$ cat config.mk
export PLATFORM = sky130hd
export DESIGN_NAME = present_enc_ctrl_flat
export DESIGN_NICKNAME = d
export VERILOG_FILES = /design/src/rtl/present_pkg.sv /design/src/rtl/present_enc_ctrl_if.sv /design/src/rtl/present_sbox4.sv /design/src/rtl/present_enc_ctrl.sv /design/src/flat_wrapper.sv
export SDC_FILE = /design/constraint.sdc
export NUM_CORES = 1
export LEC_CHECK = 0
export ABC_CLOCK_PERIOD_IN_PS = 1850
export BUFFER_PORTS_ARGS = -buffer_cell sky130_fd_sc_hd__buf_2
export CAP_MARGIN = 20
export CORE_UTILIZATION = 43
export CTS_CLUSTER_SIZE = 10
export DETAILED_ROUTE_END_ITERATION = 10
export PLACE_DENSITY_LB_ADDON = 0.1
export SYNTH_ARGS = -nofsm -noshare
export SYNTH_HDL_FRONTEND = slang
export SYNTH_HIERARCHICAL = 1
export SYNTH_SLANG_ARGS = --single-unit
$ cat constraint.sdc
create_clock -name clk -period 1.85 [get_ports clk]
set_clock_uncertainty 0.05 [all_clocks]
set_input_delay 0.0925 -clock clk [delete_from_list [all_inputs] [get_ports clk]]
set_output_delay 0.0925 -clock clk [all_outputs]
set_load 0.05 [all_outputs]
$ cat src/rtl/present_pkg.sv
// Shared constants, S-box table and FSM type for the PRESENT encryptor.
// Define PRESENT_KEY128_EN to select the 128-bit key schedule (80-bit otherwise).
package present_pkg;
  localparam int STATE_W = 64;
  localparam int ROUNDS  = 31;
  localparam int KEY_ROT = 61;
`ifdef PRESENT_KEY128_EN
  localparam int KEY_W    = 128;
  localparam int NUM_SBOX = 2;
  localparam int CTR_LSB  = 62;
`else
  localparam int KEY_W    = 80;
  localparam int NUM_SBOX = 1;
  localparam int CTR_LSB  = 15;
`endif

  // Index 0 is the rightmost entry: S(0)=C ... S(F)=2.
  localparam logic [15:0][3:0] SBOX = {
    4'h2, 4'h1, 4'h7, 4'h4, 4'h8, 4'hF, 4'hE, 4'h3,
    4'hD, 4'hA, 4'h0, 4'h9, 4'hB, 4'h6, 4'h5, 4'hC
  };

  typedef enum logic [1:0] {
    ST_IDLE,
    ST_ROUND,
    ST_DONE
  } present_ctrl_state_t;
endpackage

$ cat src/rtl/present_enc_ctrl_if.sv
// Handshake and state-mux bundle between the PRESENT controller and its environment.
interface present_enc_ctrl_if;
  import present_pkg::*;

  logic               in_valid;
  logic               in_ready;
  logic [KEY_W-1:0]   key;
  logic [STATE_W-1:0] state_d;
  logic               mux_sel;
  logic [STATE_W-1:0] state_q;
  logic [STATE_W-1:0] round_key;
  logic [4:0]         round_ctr;
  logic               out_valid;
  logic               out_ready;
  logic [STATE_W-1:0] ciphertext;

  modport master (
    output in_valid, key, state_d, out_ready,
    input  in_ready, mux_sel, state_q, round_key, round_ctr, out_valid, ciphertext
  );

  modport slave (
    input  in_valid, key, state_d, out_ready,
    output in_ready, mux_sel, state_q, round_key, round_ctr, out_valid, ciphertext
  );
endinterface

$ cat src/rtl/present_sbox4.sv
// 4-bit PRESENT S-box, shared by the key schedule and the external sLayer.
module present_sbox4
  import present_pkg::*;
(
  input  logic [3:0] din,
  output logic [3:0] dout
);
  assign dout = SBOX[din];
endmodule

$ cat src/rtl/present_enc_ctrl.sv
// PRESENT round controller: state/key registers, key schedule, round counter, handshakes.
// Build option PRESENT_KEY128_EN selects the 128-bit key schedule.
module present_enc_ctrl
  import present_pkg::*;
(
  input  logic             clk,
  input  logic             rst,
  present_enc_ctrl_if.slave bus
);
  present_ctrl_state_t state, state_nxt;

  logic [STATE_W-1:0]        state_r;
  logic [KEY_W-1:0]          key_q, key_rot, key_nxt;
  logic [4:0]                ctr;
  logic [NUM_SBOX-1:0][3:0]  sbox_out;
  logic                      load, step, in_ready, out_valid, mux_sel;

  always_ff @(posedge clk) begin
    if (rst) state <= ST_IDLE;
    else     state <= state_nxt;
  end

  always_comb begin
    state_nxt = state;
    in_ready  = 1'b0;
    out_valid = 1'b0;
    mux_sel   = 1'b0;
    load      = 1'b0;
    step      = 1'b0;
    case (state)
      ST_IDLE: begin
        in_ready = 1'b1;
        if (bus.in_valid) begin
          load      = 1'b1;
          state_nxt = ST_ROUND;
        end
      end
      ST_ROUND: begin
        mux_sel = 1'b1;
        step    = 1'b1;
        if (ctr == 5'(ROUNDS)) state_nxt = ST_DONE;
      end
      ST_DONE: begin
        out_valid = 1'b1;
        if (bus.out_ready) state_nxt = ST_IDLE;
      end
      default: state_nxt = ST_IDLE;
    endcase
  end

  // Key schedule: rotate left, S-box on the top nibble(s), XOR in the round index.
  assign key_rot = {key_q[KEY_W-KEY_ROT-1:0], key_q[KEY_W-1 -: KEY_ROT]};

  for (genvar g = 0; g < NUM_SBOX; g++) begin : g_sbox
    present_sbox4 u_sbox (
      .din  (key_rot[KEY_W-1-4*g -: 4]),
      .dout (sbox_out[g])
    );
  end

  always_comb begin
    key_nxt = key_rot;
    for (int g = 0; g < NUM_SBOX; g++) key_nxt[KEY_W-1-4*g -: 4] = sbox_out[g];
    key_nxt[CTR_LSB +: 5] = key_rot[CTR_LSB +: 5] ^ ctr;
  end

  always_ff @(posedge clk) begin
    if (rst) begin
      state_r <= '0;
      key_q   <= '0;
      ctr     <= '0;
    end else if (load) begin
      state_r <= bus.state_d;
      key_q   <= bus.key;
      ctr     <= 5'd1;
    end else if (step) begin
      state_r <= bus.state_d;
      key_q   <= key_nxt;
      ctr     <= (ctr == 5'(ROUNDS)) ? 5'd0 : ctr + 5'd1;
    end
  end

  assign bus.in_ready   = in_ready;
  assign bus.out_valid  = out_valid;
  assign bus.mux_sel    = mux_sel;
  assign bus.state_q    = state_r;
  assign bus.round_key  = key_q[KEY_W-1 -: STATE_W];
  assign bus.round_ctr  = ctr;
  assign bus.ciphertext = state_r ^ key_q[KEY_W-1 -: STATE_W];
endmodule
$ cat src/flat_wrapper.sv
// flat-port wrapper written by rule: the top's interface ports become plain ports
module present_enc_ctrl_flat import present_pkg::*;
  (clk, rst, bus_in_valid, bus_key, bus_state_d, bus_out_ready, bus_in_ready, bus_mux_sel, bus_state_q, bus_round_key, bus_round_ctr, bus_out_valid, bus_ciphertext);
  present_enc_ctrl_if bus_i ();
  input  logic clk;
  input  logic rst;
  input wire logic [$bits(bus_i.in_valid)-1:0] bus_in_valid;
  input wire logic [$bits(bus_i.key)-1:0] bus_key;
  input wire logic [$bits(bus_i.state_d)-1:0] bus_state_d;
  input wire logic [$bits(bus_i.out_ready)-1:0] bus_out_ready;
  output wire logic [$bits(bus_i.in_ready)-1:0] bus_in_ready;
  output wire logic [$bits(bus_i.mux_sel)-1:0] bus_mux_sel;
  output wire logic [$bits(bus_i.state_q)-1:0] bus_state_q;
  output wire logic [$bits(bus_i.round_key)-1:0] bus_round_key;
  output wire logic [$bits(bus_i.round_ctr)-1:0] bus_round_ctr;
  output wire logic [$bits(bus_i.out_valid)-1:0] bus_out_valid;
  output wire logic [$bits(bus_i.ciphertext)-1:0] bus_ciphertext;
  assign bus_i.in_valid = bus_in_valid;
  assign bus_i.key = bus_key;
  assign bus_i.state_d = bus_state_d;
  assign bus_i.out_ready = bus_out_ready;
  assign bus_in_ready = bus_i.in_ready;
  assign bus_mux_sel = bus_i.mux_sel;
  assign bus_state_q = bus_i.state_q;
  assign bus_round_key = bus_i.round_key;
  assign bus_round_ctr = bus_i.round_ctr;
  assign bus_out_valid = bus_i.out_valid;
  assign bus_ciphertext = bus_i.ciphertext;
  present_enc_ctrl u_core (.clk(clk), .rst(rst), .bus(bus_i));
endmodule
==> results.md, run 1 <==
* Initial antenna violation count at 5
* Clock insertion delay at the later pin of the skew report at 0.43 ns
* Wirelength per Cell at about 18 microns
* Initial DRC count at ~500
* Final wirelength at approximately 27 mm
* Number of enable-type register cells in the synthesized netlist at 0
* Time the final worst path needs with I/O delays and setup at roughly 1.7 ns
* Number of global-route vias before repair at approximately 7000
* Fin crit share at 0.937
* Layout Utilization at 0.601
* Commonest cells after routing, fill and taps aside: sky130_fd_sc_hd__buf_2 (346), sky130_fd_sc_hd__dfxtp_1 (148), sky130_fd_sc_hd__nand2_1 (139), sky130_fd_sc_hd__nor2_1 (108), sky130_fd_sc_hd__a22o_1 (76)
* H-tree lvl count at 4
* Commonest register cell after synthesis: sky130_fd_sc_hd__dfxtp_1
* # Max-Cap Violations at 0
* Post-synth ARST share at 0
* Slew Limit Fails at 0
* Placeable Area at about 17000 sq um
* Max clock buf depth at 2
* Count of fill cells added during filler insertion at 1657
* Endpoint class of the critical path: primary output
* Power density relative to cell area at 1040 nW/um^2
* Tightest slew margin relative to the limit at 0.666
* Number of placement rows at between 40 and 50
* Number of top-level pins at 348
* Global routing usage summed across all routing layers at 0.276
* Die outline width at approximately 140 microns
* Type of the most critical hold path: in -> reg
* Floorplan die area at approximately 19000 sq um
* Final RePlAce weighted congestion at ~0.80
* Top cell family by delay on the critical path: flip-flops
* Clock net sink count at roughly 150
* Synth Register Bits at between 150 and 200
* CTS Root Buffer Type: sky130_fd_sc_hd__clkbuf_16
* Syn Area/Cell at 8.26 sq um
* Clock tree from TritonCTS: built
* Critical path buffer and inverter count at 2
* Timing-limited maximum frequency at just under 600 MHz
* Count of mapped cells out of synthesis at between 900 and 1000
* Vertical extent of the die at 137 microns
* Synth Net Count at around 1100
* Setup-failing EPs final at 0
* Ordered list of cells on the worst path: buf_4 > xor2_1 > buf_2
* Class of the most critical setup path: reg -> out
* Cell leakage power at 5.28 nW
* Number of nets in the layout at around 1400
* Largest fanout of any net on the critical path at 7
* Clock slew at the register clock pins of the worst setup and hold paths at 0.06 ns
* Peak per-stage delay on the critical path at around 0.5 ns
* DRC viols at 0
* Starting Density at 0.446
* Standard cell with the maximum stage delay on the critical path: sky130_fd_sc_hd__dfxtp_1
* Overflow left after global routing at 0
* Run status: complete, no violations
* Dpl hpwl at between 15 and 20 mm
* Arr. time, crit path at around 1.6 ns
* Via Count at 7643
* First-pass GRT wire length at 38.2 mm
* Number of library cell types mapped by synthesis at 37
* Pwr Total at approximately 11 mW
* Clock buffer count from CTS at 17
* WP data required at between 1.5 and 2 ns
* Portion of the post-synthesis area used by sequential elements at 0.388
* Via-per-instance ratio at just over 5
* Synth warnings at 6
* Number of buffer cells added on primary ports at roughly 350
* Post-synthesis cell area at around 7800 sq um
* Hold violation total from the final report at 0
* Leading cell type in the layout, fill and taps excluded: sky130_fd_sc_hd__buf_2
* TritonRoute pass-1 iters at 5
* Critical Path Source Type: flip-flop
* Share of final-layout standard cells stronger than drive strength 1 at 0.333
* Maximum number of pins on one net before global-route repair at 79
* Antenna Violating Nets Remaining at 0
* Post-route setup TNS at 0 ns
* RSZ-0062 raised after global routing: no
* Worst-margin pin slew at 0.501 ns
* P&R area growth vs syn at 34.8%
* Maximum ir drop on the vdd rail at 0.671 mV
==> cell families (layout without fill, tap and decap cells) <==
family | after synthesis | in the layout | share of synthesized area
and+or+nand+nor | 258 | 258 | 0.129
AOI/OAI and AO/OA | 236 | 236 | 0.237
buffers and inverters | 217 | 546 | 0.148
DFF | 151 | 151 | 0.388
xor gates and xnor gates | 70 | 70 | 0.0787
adders and majority gates | 7 | 7 | 0.0112
muxes | 4 | 4 | 0.00835
other | 0 | 4 | 0
==> through the flow <==
| step | cells | cell area, sq um | worst slack (ns) | hold WS, ns |
|---|---|---|---|---|
| 2_1_floorplan | 943 | 7790 | 0.0399 | 0.178 |
| 3_3_place_gp | 1396 | 9230 | 0.119 | 0.284 |
| 3_5_place_dp | 1396 | 9230 | 0.0905 | 0.289 |
| 4_1_cts | 1496 | 10500 | 0.0734 | 0.00162 |
| 5_1_grt | 1500 | 10500 | 0.0258 | 0.0141 |
| 6_report | 1501 | 10500 | 0.117 | 0.0160 |
==> cell type report <==
| class | instances | area, sq um | share of cell area |
|---|---|---|---|
| inverter | 77 | 289 | 0.0275 |
| tap | 225 | 282 | 0.0268 |
| clock inverter | 12 | 129 | 0.0123 |
| clock buffer | 20 | 437 | 0.0416 |
| sequential | 151 | 3030 | 0.288 |
| multi-input combinational | 575 | 3640 | 0.346 |
| timing repair buffer | 437 | 2690 | 0.256 |
| antenna | 4 | 10.0 | 0.000953 |
==> cell usage after synthesis (2+ instances only) <==
library cell	count	area, sq um
sky130_fd_sc_hd__mux4_2	2	45.0
sky130_fd_sc_hd__ha_1	7	87.6
sky130_fd_sc_hd__xnor2_1	6	52.6
sky130_fd_sc_hd__dfxtp_1	151	3020
sky130_fd_sc_hd__buf_2	18	90.1
sky130_fd_sc_hd__nor2_1	108	405
sky130_fd_sc_hd__a21oi_1	68	340
sky130_fd_sc_hd__a221oi_2	14	210
sky130_fd_sc_hd__a311oi_1	3	26.3
sky130_fd_sc_hd__a22o_1	76	666
sky130_fd_sc_hd__buf_4	80	601
sky130_fd_sc_hd__inv_1	75	282
sky130_fd_sc_hd__nand2_1	139	522
sky130_fd_sc_hd__o21bai_1	2	15.0
sky130_fd_sc_hd__clkbuf_1	34	128
sky130_fd_sc_hd__buf_6	2	22.5
sky130_fd_sc_hd__a221oi_1	38	333
sky130_fd_sc_hd__mux2i_1	2	20.0
sky130_fd_sc_hd__a31oi_1	2	12.5
sky130_fd_sc_hd__xor2_1	64	561
sky130_fd_sc_hd__a211oi_1	25	188
sky130_fd_sc_hd__inv_2	2	7.51
sky130_fd_sc_hd__o21ai_0	3	15.0
sky130_fd_sc_hd__buf_1	6	22.5
sky130_fd_sc_hd__nand2b_1	3	18.8
sky130_fd_sc_hd__o21a_1	2	15.0
==> timing repair <==
item | in CTS | in global routing
hold buffers | 68 | 0
hold endpoints to repair | 68 | 0
resized for setup | 1 | 1
setup endpoints to repair | 1 | 2
buffers inserted | 0 | 1
==> flip-flops by register name, summed over array words and instances, names as in the netlist <==
name                  count
u_core/key_q             80
u_core/bus.state_q       64
u_core/bus.round_ctr      5
u_core/state              2
==> layer usage <==
| layer | wire length (microns) | share of wire | global-route usage | vias to the layer above |
|---|---|---|---|---|
| met5 | 11 | 0.00041 | 0 | - |
| met4 | 306 | 0.012 | 0.0870 | 2 |
| met3 | 1950 | 0.073 | 0.0604 | 26 |
| met2 | 12800 | 0.48 | 0.463 | 309 |
| met1 | 11500 | 0.43 | 0.351 | 3545 |
| li1 | - | - | - | 3761 |
==> worst reg2reg max path, stage by stage, from the launching register on <==
cell and delay, ns:
sky130_fd_sc_hd__dfxtp_2 0.35, sky130_fd_sc_hd__ha_1 0.21, sky130_fd_sc_hd__and3_1 0.19, sky130_fd_sc_hd__ha_2 0.21, sky130_fd_sc_hd__or4b_1 0.51, sky130_fd_sc_hd__a21oi_1 0.15
==> worst paths after layout <==
check                                              from                 endpoint  slack [ns]  cells after the start
worst min-delay path                        bus_key[34]         u_core/key_q[34]        0.02                      4
worst max register to register  u_core/bus.round_ctr[1]  u_core/bus.round_ctr[2]        0.12                      5
worst min register to register   u_core/bus.state_q[25]   u_core/bus.state_q[25]        0.43                      2
worst max-delay path                   u_core/key_q[18]        bus_ciphertext[2]        0.12                      3
==> where the power goes <==
part	internal [mW]	switching, mW
combinational	1.08	2.64
sequential	3.53	0.313
clock	1.98	1.40
total	6.59	4.36
Power figures use the tool's default switching activity.
==> run 2: changes to the inputs <==
--- a/config.mk
+++ b/config.mk
@@ -8,9 +8,10 @@
 export ABC_CLOCK_PERIOD_IN_PS = 1850
 export BUFFER_PORTS_ARGS = -buffer_cell sky130_fd_sc_hd__buf_2
 export CAP_MARGIN = 20
-export CORE_UTILIZATION = 43
+export CORE_UTILIZATION = 40
 export CTS_CLUSTER_SIZE = 10
 export DETAILED_ROUTE_END_ITERATION = 10
+export GPL_TIMING_DRIVEN = 0
 export PLACE_DENSITY_LB_ADDON = 0.1
 export SYNTH_ARGS = -nofsm -noshare
 export SYNTH_HDL_FRONTEND = slang
==> run 2 against run 1 <==
Net effect:
- final cell count rose by 10%
- clock power rose by 3%
- routed wire length rose by 10%
- sequential share of layout area fell by 1.7 points
- worst hold slack improved by 0.0089 ns
- maximum frequency fell by 2.4%
- power rose by 3.3%
- cell area rose by 6.2%
- combinational power rose by 6.7%
- critical endpoint is now bus_out_valid
- via count rose by 7.5%
==> results.md, run 2 (synthesized netlist as in run 1, its figures left out) <==
* Hold violation total from the final report at 0 (unchanged)
* Overflow left after global routing at 0 (unchanged)
* Setup-failing EPs final at 0 (unchanged)
* First-pass GRT wire length at 43.3 mm (+13%)
* Fin crit share at 0.960 (+0.0232)
* Commonest cells after routing, fill and taps aside: sky130_fd_sc_hd__buf_2 (360), sky130_fd_sc_hd__dfxtp_1 (148), sky130_fd_sc_hd__nand2_1 (139), sky130_fd_sc_hd__nor2_1 (108), sky130_fd_sc_hd__buf_4 (81)
* Ordered list of cells on the worst path: buf_4 > buf_4 > nor2b_1 > buf_4
* Maximum number of pins on one net before global-route repair at 17 (-78%)
* H-tree lvl count at 4 (unchanged)
* Largest fanout of any net on the critical path at 10 (+3)
* TritonRoute pass-1 iters at 5 (unchanged)
* Type of the most critical hold path: in -> reg
* CTS Root Buffer Type: sky130_fd_sc_hd__clkbuf_16
* Cell leakage power at 5.69 nW (+7.7%)
* Clock slew at the register clock pins of the worst setup and hold paths at 0.06 ns (about the same)
* P&R area growth vs syn at 43.1%
* Critical Path Source Type: flip-flop
* WP data required at 1.71 ns (about the same)
* # Max-Cap Violations at 0 (unchanged)
* Endpoint class of the critical path: primary output
* Vertical extent of the die at 142 microns (+3.6%)
* Number of top-level pins at 348 (unchanged)
* Die outline width at 142 microns (+3.6%)
* Number of global-route vias before repair at 7783 (+14%)
* Run status: complete, no violations
* Power density relative to cell area at 1010 nW/um^2 (-2.7%)
* Leading cell type in the layout, fill and taps excluded: sky130_fd_sc_hd__buf_2
* Final wirelength at 29.2 mm (+10%)
* Placed Cells incl. Taps at 1549 (+11%)
* Max reg flops at 80 (unchanged)
* Number of nets in the layout at 1531 (+8.3%)
* Antenna Violating Nets Remaining at 0 (unchanged)
* Clock buffer count from CTS at 17 (unchanged)
* Dpl hpwl at 22.5 mm (+19%)
* Standard cell with the maximum stage delay on the critical path: sky130_fd_sc_hd__dfxtp_1
* Number of placement rows at 50 (+4.2%)
* Timing-limited maximum frequency at 563 MHz (-2.4%)
* Max clock buf depth at 2 (unchanged)
* Class of the most critical setup path: reg -> out
* Count of fill cells added during filler insertion at 1822 (+10%)
* Wirelength per Cell at 17.7 microns (about the same)
* Post-route worst hold slack at 0.0249 ns (+0.00887 ns)
* Slew Limit Fails at 0 (unchanged)
* Setup Buffers After CTS at 0 (unchanged)
* Floorplan die area at 20000 sq um (+7.4%)
* Clock net sink count at 151 (unchanged)
* Non-filler instance count after layout at 1651 (+10%)
* DRC viols at 0 (unchanged)
* Post-route setup TNS at 0 ns (unchanged)
* Number of buffer cells added on primary ports at 346 (-0.29%)
* Arr. time, crit path at 1.63 ns (+0.04 ns)
* Clock tree from TritonCTS: built
* Layout Utilization at 0.590 (-0.0107)
* Cell repeated most along the worst path: sky130_fd_sc_hd__buf_4
* Starting Density at 0.412 (-0.0334)
* Global routing usage summed across all routing layers at 0.289 (+0.0127)
* Final RePlAce weighted congestion at 0.810 (+1.7%)
* Placeable Area at 18900 sq um (+8.1%)
* RSZ-0062 raised after global routing: no
* Share of final-layout standard cells stronger than drive strength 1 at 0.360 (+0.0270)
* Tightest slew margin relative to the limit at 0.542 (-0.124)
* Via-per-instance ratio at 4.98 (-2.3%)
* Initial DRC count at 428 (-14%)
* Maximum ir drop on the vdd rail at 0.631 mV (-6.0%)
* Clock insertion delay at the later pin of the skew report at 0.42 ns (about the same)
* Time the final worst path needs with I/O delays and setup at 1.78 ns (+0.0429 ns)
* Initial antenna violation count at 4 (-1)
* Via Count at 8216 (+7.5%)
* Worst-margin pin slew at 0.687 ns (+0.186 ns)
* Peak per-stage delay on the critical path at 0.36 ns (-0.14 ns)
* Top reg by flops: u_core/key_q
==> run 2: cell types whose count changed in the layout (fill, tap and decap cells not counted), moves of 4 or more <==
cell	previous run	this run
sky130_fd_sc_hd__buf_4	14	81
sky130_fd_sc_hd__clkbuf_1	3	35
sky130_fd_sc_hd__buf_2	346	360
sky130_fd_sc_hd__buf_12	8	0
sky130_fd_sc_hd__buf_1	0	6
sky130_fd_sc_hd__clkbuf_8	0	4
==> run 2: metrics by stage <==
| step | setup WS (ns) | power, mW | instance area, sq um |
|---|---|---|---|
| floorplan | 0.0399 | 6.75 | 7790 |
| CTS | 0.0108 | 11.4 | 11100 |
| global route | 0.00222 | 11.8 | 11100 |
| global placement | 0.0458 | 7.75 | 9850 |
| finish | 0.0736 | 11.3 | 11200 |
| detailed placement | 0.0186 | 7.76 | 9850 |
==> run 2: worst paths after layout <==
kind                                  end                     from  slack [ns]  cells after the start
setup / recovery            bus_out_valid          u_core/state[0]        0.07                      4
hold / removal           u_core/key_q[34]              bus_key[34]        0.02                      4
setup reg to reg  u_core/bus.round_ctr[2]  u_core/bus.round_ctr[0]        0.08                      5
hold reg to reg    u_core/bus.state_q[22]   u_core/bus.state_q[22]        0.43                      2
==> run 2: power breakdown <==
part | total (mW) | internal [mW] | switching (mW) | leakage, nW
logic | 3.97 | 1.24 | 2.73 | 4.14
clock network | 3.48 | 2.11 | 1.36 | 0.289
registers | 3.86 | 3.53 | 0.326 | 1.25
==> run 2: final cells by class <==
cell class                 count  area (sq um)  area share
buffer                       140           870      0.0780
inverter                      77           289      0.0259
multi-input combinational    575          3630       0.326
clock buffer                  23           488      0.0438
tap                          260           325      0.0292
sequential                   151          3030       0.271
antenna                        3          7.51    0.000673
timing repair buffer         414          2420       0.217
clock inverter                 8          96.3     0.00864
==> run 2: what timing repair did <==
item                       in CTS  in global routing
gates resized for setup         1                 10
hold buffers                   68                  0
hold endpoints to repair       68                  0
setup endpoints to repair       1                 15
==> run 2: worst max-delay path: cells and delay by family, from the launching register on <==
kind	cells	cell delay [ns]
buffers and inverters	3	0.65
AND/OR/NAND/NOR	1	0.20
flip-flops	1	0.36
==> run 2: per-layer routing <==
metal | GRT usage | routed length, microns | vias to the layer above
li1 | - | - | 3998
met1 | 0.354 | 12500 | 3826
met2 | 0.498 | 14000 | 353
met3 | 0.0688 | 2050 | 37
met4 | 0.0934 | 582 | 2
met5 | 0 | 13 | -
==> run 3: changes to the inputs <==
--- a/config.mk
+++ b/config.mk
@@ -12,7 +12,8 @@
 export CTS_CLUSTER_SIZE = 10
 export DETAILED_ROUTE_END_ITERATION = 10
 export GPL_TIMING_DRIVEN = 0
-export PLACE_DENSITY_LB_ADDON = 0.1
+export PLACE_DENSITY = 0.72
+export SLEW_MARGIN = 20
 export SYNTH_ARGS = -nofsm -noshare
 export SYNTH_HDL_FRONTEND = slang
 export SYNTH_HIERARCHICAL = 1
==> run 3 against run 2 <==
Net effect:
- sequential power is essentially flat
- register-to-register slack gained 0.02 ns
- largest cell class unchanged
- critical endpoint unchanged
- global-route usage grew 0.16 points
- final cell count is essentially flat
- highest routed layer is now met4
- maximum frequency shrank 0.50%
- clock power grew 6.9%
==> results.md, run 3 (synthesized netlist as in run 1, its figures left out) <==
* Slew Limit Fails at 0 (unchanged)
* Largest fanout of any net on the critical path at 10 (unchanged)
* Total net switching power at 4.44 mW (+0.53%)
* Hold violation total from the final report at 0 (unchanged)
* Run status: complete, no violations
* Clock insertion delay at the later pin of the skew report at 0.43 ns (about the same)
* Comb pwr share at 0.344 (-0.007)
* Maximum number of pins on one net before global-route repair at 17 (unchanged)
* Number of nets in the layout at 1531 (unchanged)
* Clock slew at the register clock pins of the worst setup and hold paths at 0.06 ns (about the same)
* Clock net sink count at 151 (unchanged)
* Type of the most critical hold path: in -> reg
* Tightest slew margin relative to the limit at 0.544 (+0.00133)
* Initial antenna violation count at 4 (unchanged)
* Number of buffer cells added on primary ports at 346 (unchanged)
* Area taken by flip-flops and latches at 3030 sq um (about the same)
* Max clock buf depth at 2 (unchanged)
* Leading cell type in the layout, fill and taps excluded: sky130_fd_sc_hd__buf_2
* Post-route setup TNS at 0 ns (unchanged)
* Dpl hpwl at 23.1 mm (+2.7%)
* Pwr Total at 11.6 mW (+2.2%)
* WHS Endpoint: u_core/key_q[34]
* Top cell family by delay on the critical path: buffers and inverters
* Cell repeated most along the worst path: sky130_fd_sc_hd__buf_4
* Fin crit share at 0.965 (+0.00481)
* Number of top-level pins at 348 (unchanged)
* Die outline width at 142 microns (unchanged)
* Starting Density at 0.412 (unchanged)
* Source of the worst hold timing path: bus_key[34]
* First-pass GRT wire length at 43.5 mm (+0.51%)
* Commonest cells after routing, fill and taps aside: sky130_fd_sc_hd__buf_2 (363), sky130_fd_sc_hd__dfxtp_1 (148), sky130_fd_sc_hd__nand2_1 (139), sky130_fd_sc_hd__nor2_1 (108), sky130_fd_sc_hd__buf_4 (80)
* Final RePlAce weighted congestion at 0.869 (+7.3%)
* RSZ-0062 raised after global routing: no
* Class of the most critical setup path: reg -> out
* P&R area growth vs syn at 43.5%
* TritonRoute pass-1 iters at 5 (unchanged)
* Via-per-instance ratio at 5.00 (+0.46%)
* Antenna Violating Nets Remaining at 0 (unchanged)
* Cells on Worst Hold Path at 4 (unchanged)
* Peak per-stage delay on the critical path at 0.36 ns (about the same)
* Worst slack after detailed placement at 0.0453 ns (+0.0267 ns)
* Endpoint class of the critical path: primary output
* Time the final worst path needs with I/O delays and setup at 1.79 ns (+0.00889 ns)
* Worst-margin pin slew at 0.685 ns (-0.00199 ns)
* Flop pwr share at 0.335 (-0.006)
* Share of final-layout standard cells stronger than drive strength 1 at 0.358 (-0.00118)
* Overflow left after global routing at 0 (unchanged)
* Critical path buffer and inverter count at 3 (unchanged)
* Standard cell with the maximum stage delay on the critical path: sky130_fd_sc_hd__dfxtp_1
* Number of global-route vias before repair at 7746 (-0.48%)
* Global routing usage summed across all routing layers at 0.291 (+0.00163)
* Initial DRC count at 490 (+14%)
* # Max-Cap Violations at 0 (unchanged)
* Count of cells along the worst register-to-register path at 5 (unchanged)
* Reg-to-Reg Start: u_core/bus.round_ctr[0]
* Clock buffer count from CTS at 17 (unchanged)
* R2r endpoint: u_core/bus.round_ctr[3]
* DRC viols at 0 (unchanged)
* Top reg by flops: u_core/key_q
* Worst setup path startpoint: u_core/state[0]
* Number of placement rows at 50 (unchanged)
* H-tree lvl count at 4 (unchanged)
* Via Count at 8259 (+0.52%)
* Placeable Area at 18900 sq um (unchanged)
* Post-route worst hold slack at 0.0222 ns (-0.00268 ns)
* WP data required at 1.71 ns (about the same)
* Critical Path Source Type: flip-flop
* Floorplan die area at 20000 sq um (unchanged)
* Vertical extent of the die at 142 microns (unchanged)
* Count of fill cells added during filler insertion at 1715 (-5.9%)
* Sw frac at 0.384 (-0.00655)
* Arr. time, crit path at 1.64 ns (about the same)
* Internal Dissipation at 7.12 mW (+3.3%)
* Ordered list of cells on the worst path: buf_4 > buf_4 > nor2b_1 > clkbuf_4
* Max reg flops at 80 (unchanged)
* Cell leakage power at 5.69 nW (+0.15%)
* Power density relative to cell area at 1030 nW/um^2 (+2.0%)
* Clock network fraction of design power at 0.322 (+0.014)
* Wirelength per Cell at 18.0 microns (+1.7%)
* Area of the multi-input gates at 3620 sq um (-0.24%)
* Final critical-path setup slack at 0.0647 ns (-0.00889 ns)
* Clock tree from TritonCTS: built
* Maximum ir drop on the vdd rail at 0.680 mV (+7.8%)
* CTS Root Buffer Type: sky130_fd_sc_hd__clkbuf_16
* Timing-limited maximum frequency at 560 MHz (-0.50%)
* Final wirelength at 29.7 mm (+1.8%)
* Setup-failing EPs final at 0 (unchanged)
* Register-to-register setup slack at 0.10 ns (+0.02 ns)
==> run 3: how the worst max path moves through the flow <==
stage | endpoint | cells past startpoint
finish | bus_out_valid | 4
global route | u_core/bus.round_ctr[3] | 5
CTS | bus_out_valid | 4
detailed placement | u_core/bus.round_ctr[2] | 5
global placement | u_core/key_q[78] | 5
floorplan | u_core/bus.round_ctr[2] | 5
==> run 3: worst reg2reg max path, stage by stage, from the launching register on <==
cell,delay (ns)
sky130_fd_sc_hd__dfxtp_4,0.37
sky130_fd_sc_hd__ha_1,0.22
sky130_fd_sc_hd__and3_1,0.19
sky130_fd_sc_hd__ha_2,0.21
sky130_fd_sc_hd__or4_1,0.51
sky130_fd_sc_hd__a21oi_1,0.13
==> run 3: repair_timing <==
item	CTS	global route
gates resized for setup	0	5
buffers inserted	0	0
setup endpoints to repair	0	4
endpoints found under the hold margin	68	0
hold buffers	68	0
==> run 3: per-layer routing <==
layer | vias up | share of wire | track usage
li1 | 3998 | - | -
met1 | 3827 | 0.41 | 0.343
met2 | 385 | 0.49 | 0.512
met3 | 49 | 0.077 | 0.0658
met4 | 0 | 0.027 | 0.110
met5 | - | 0 | 0
==> run 3: power groups by stage <==
| stage | Clock (mW) | Sequential [mW] | Combinational (mW) |
|---|---|---|---|
| final | 3.72 | 3.87 | 3.98 |
| after global routing | 3.88 | 3.90 | 4.18 |
| after CTS | 3.74 | 3.87 | 3.95 |
| after detailed placement | 0 | 3.94 | 3.83 |
| after global placement | 0 | 3.93 | 3.80 |
| after floorplan | 0 | 4.15 | 2.60 |
==> run 3: through the flow <==
stage               area [sq um]  instances  utilization
floorplan                   7790        943            -
global placement            9850       1549        0.521
detailed placement          9850       1549        0.521
CTS                        11200       1647        0.590
global route               11200       1650        0.591
finish                     11200       1652        0.592
==> run 3: cell type report <==
| type | count | share of cell area |
|---|---|---|
| antenna | 5 | 0.00112 |
| sequential | 151 | 0.271 |
| clock inverter | 8 | 0.0131 |
| buffer | 140 | 0.0772 |
| multi-input combinational | 575 | 0.324 |
| clock buffer | 22 | 0.0424 |
| inverter | 77 | 0.0259 |
| timing repair buffer | 414 | 0.216 |
| tap | 260 | 0.0291 |
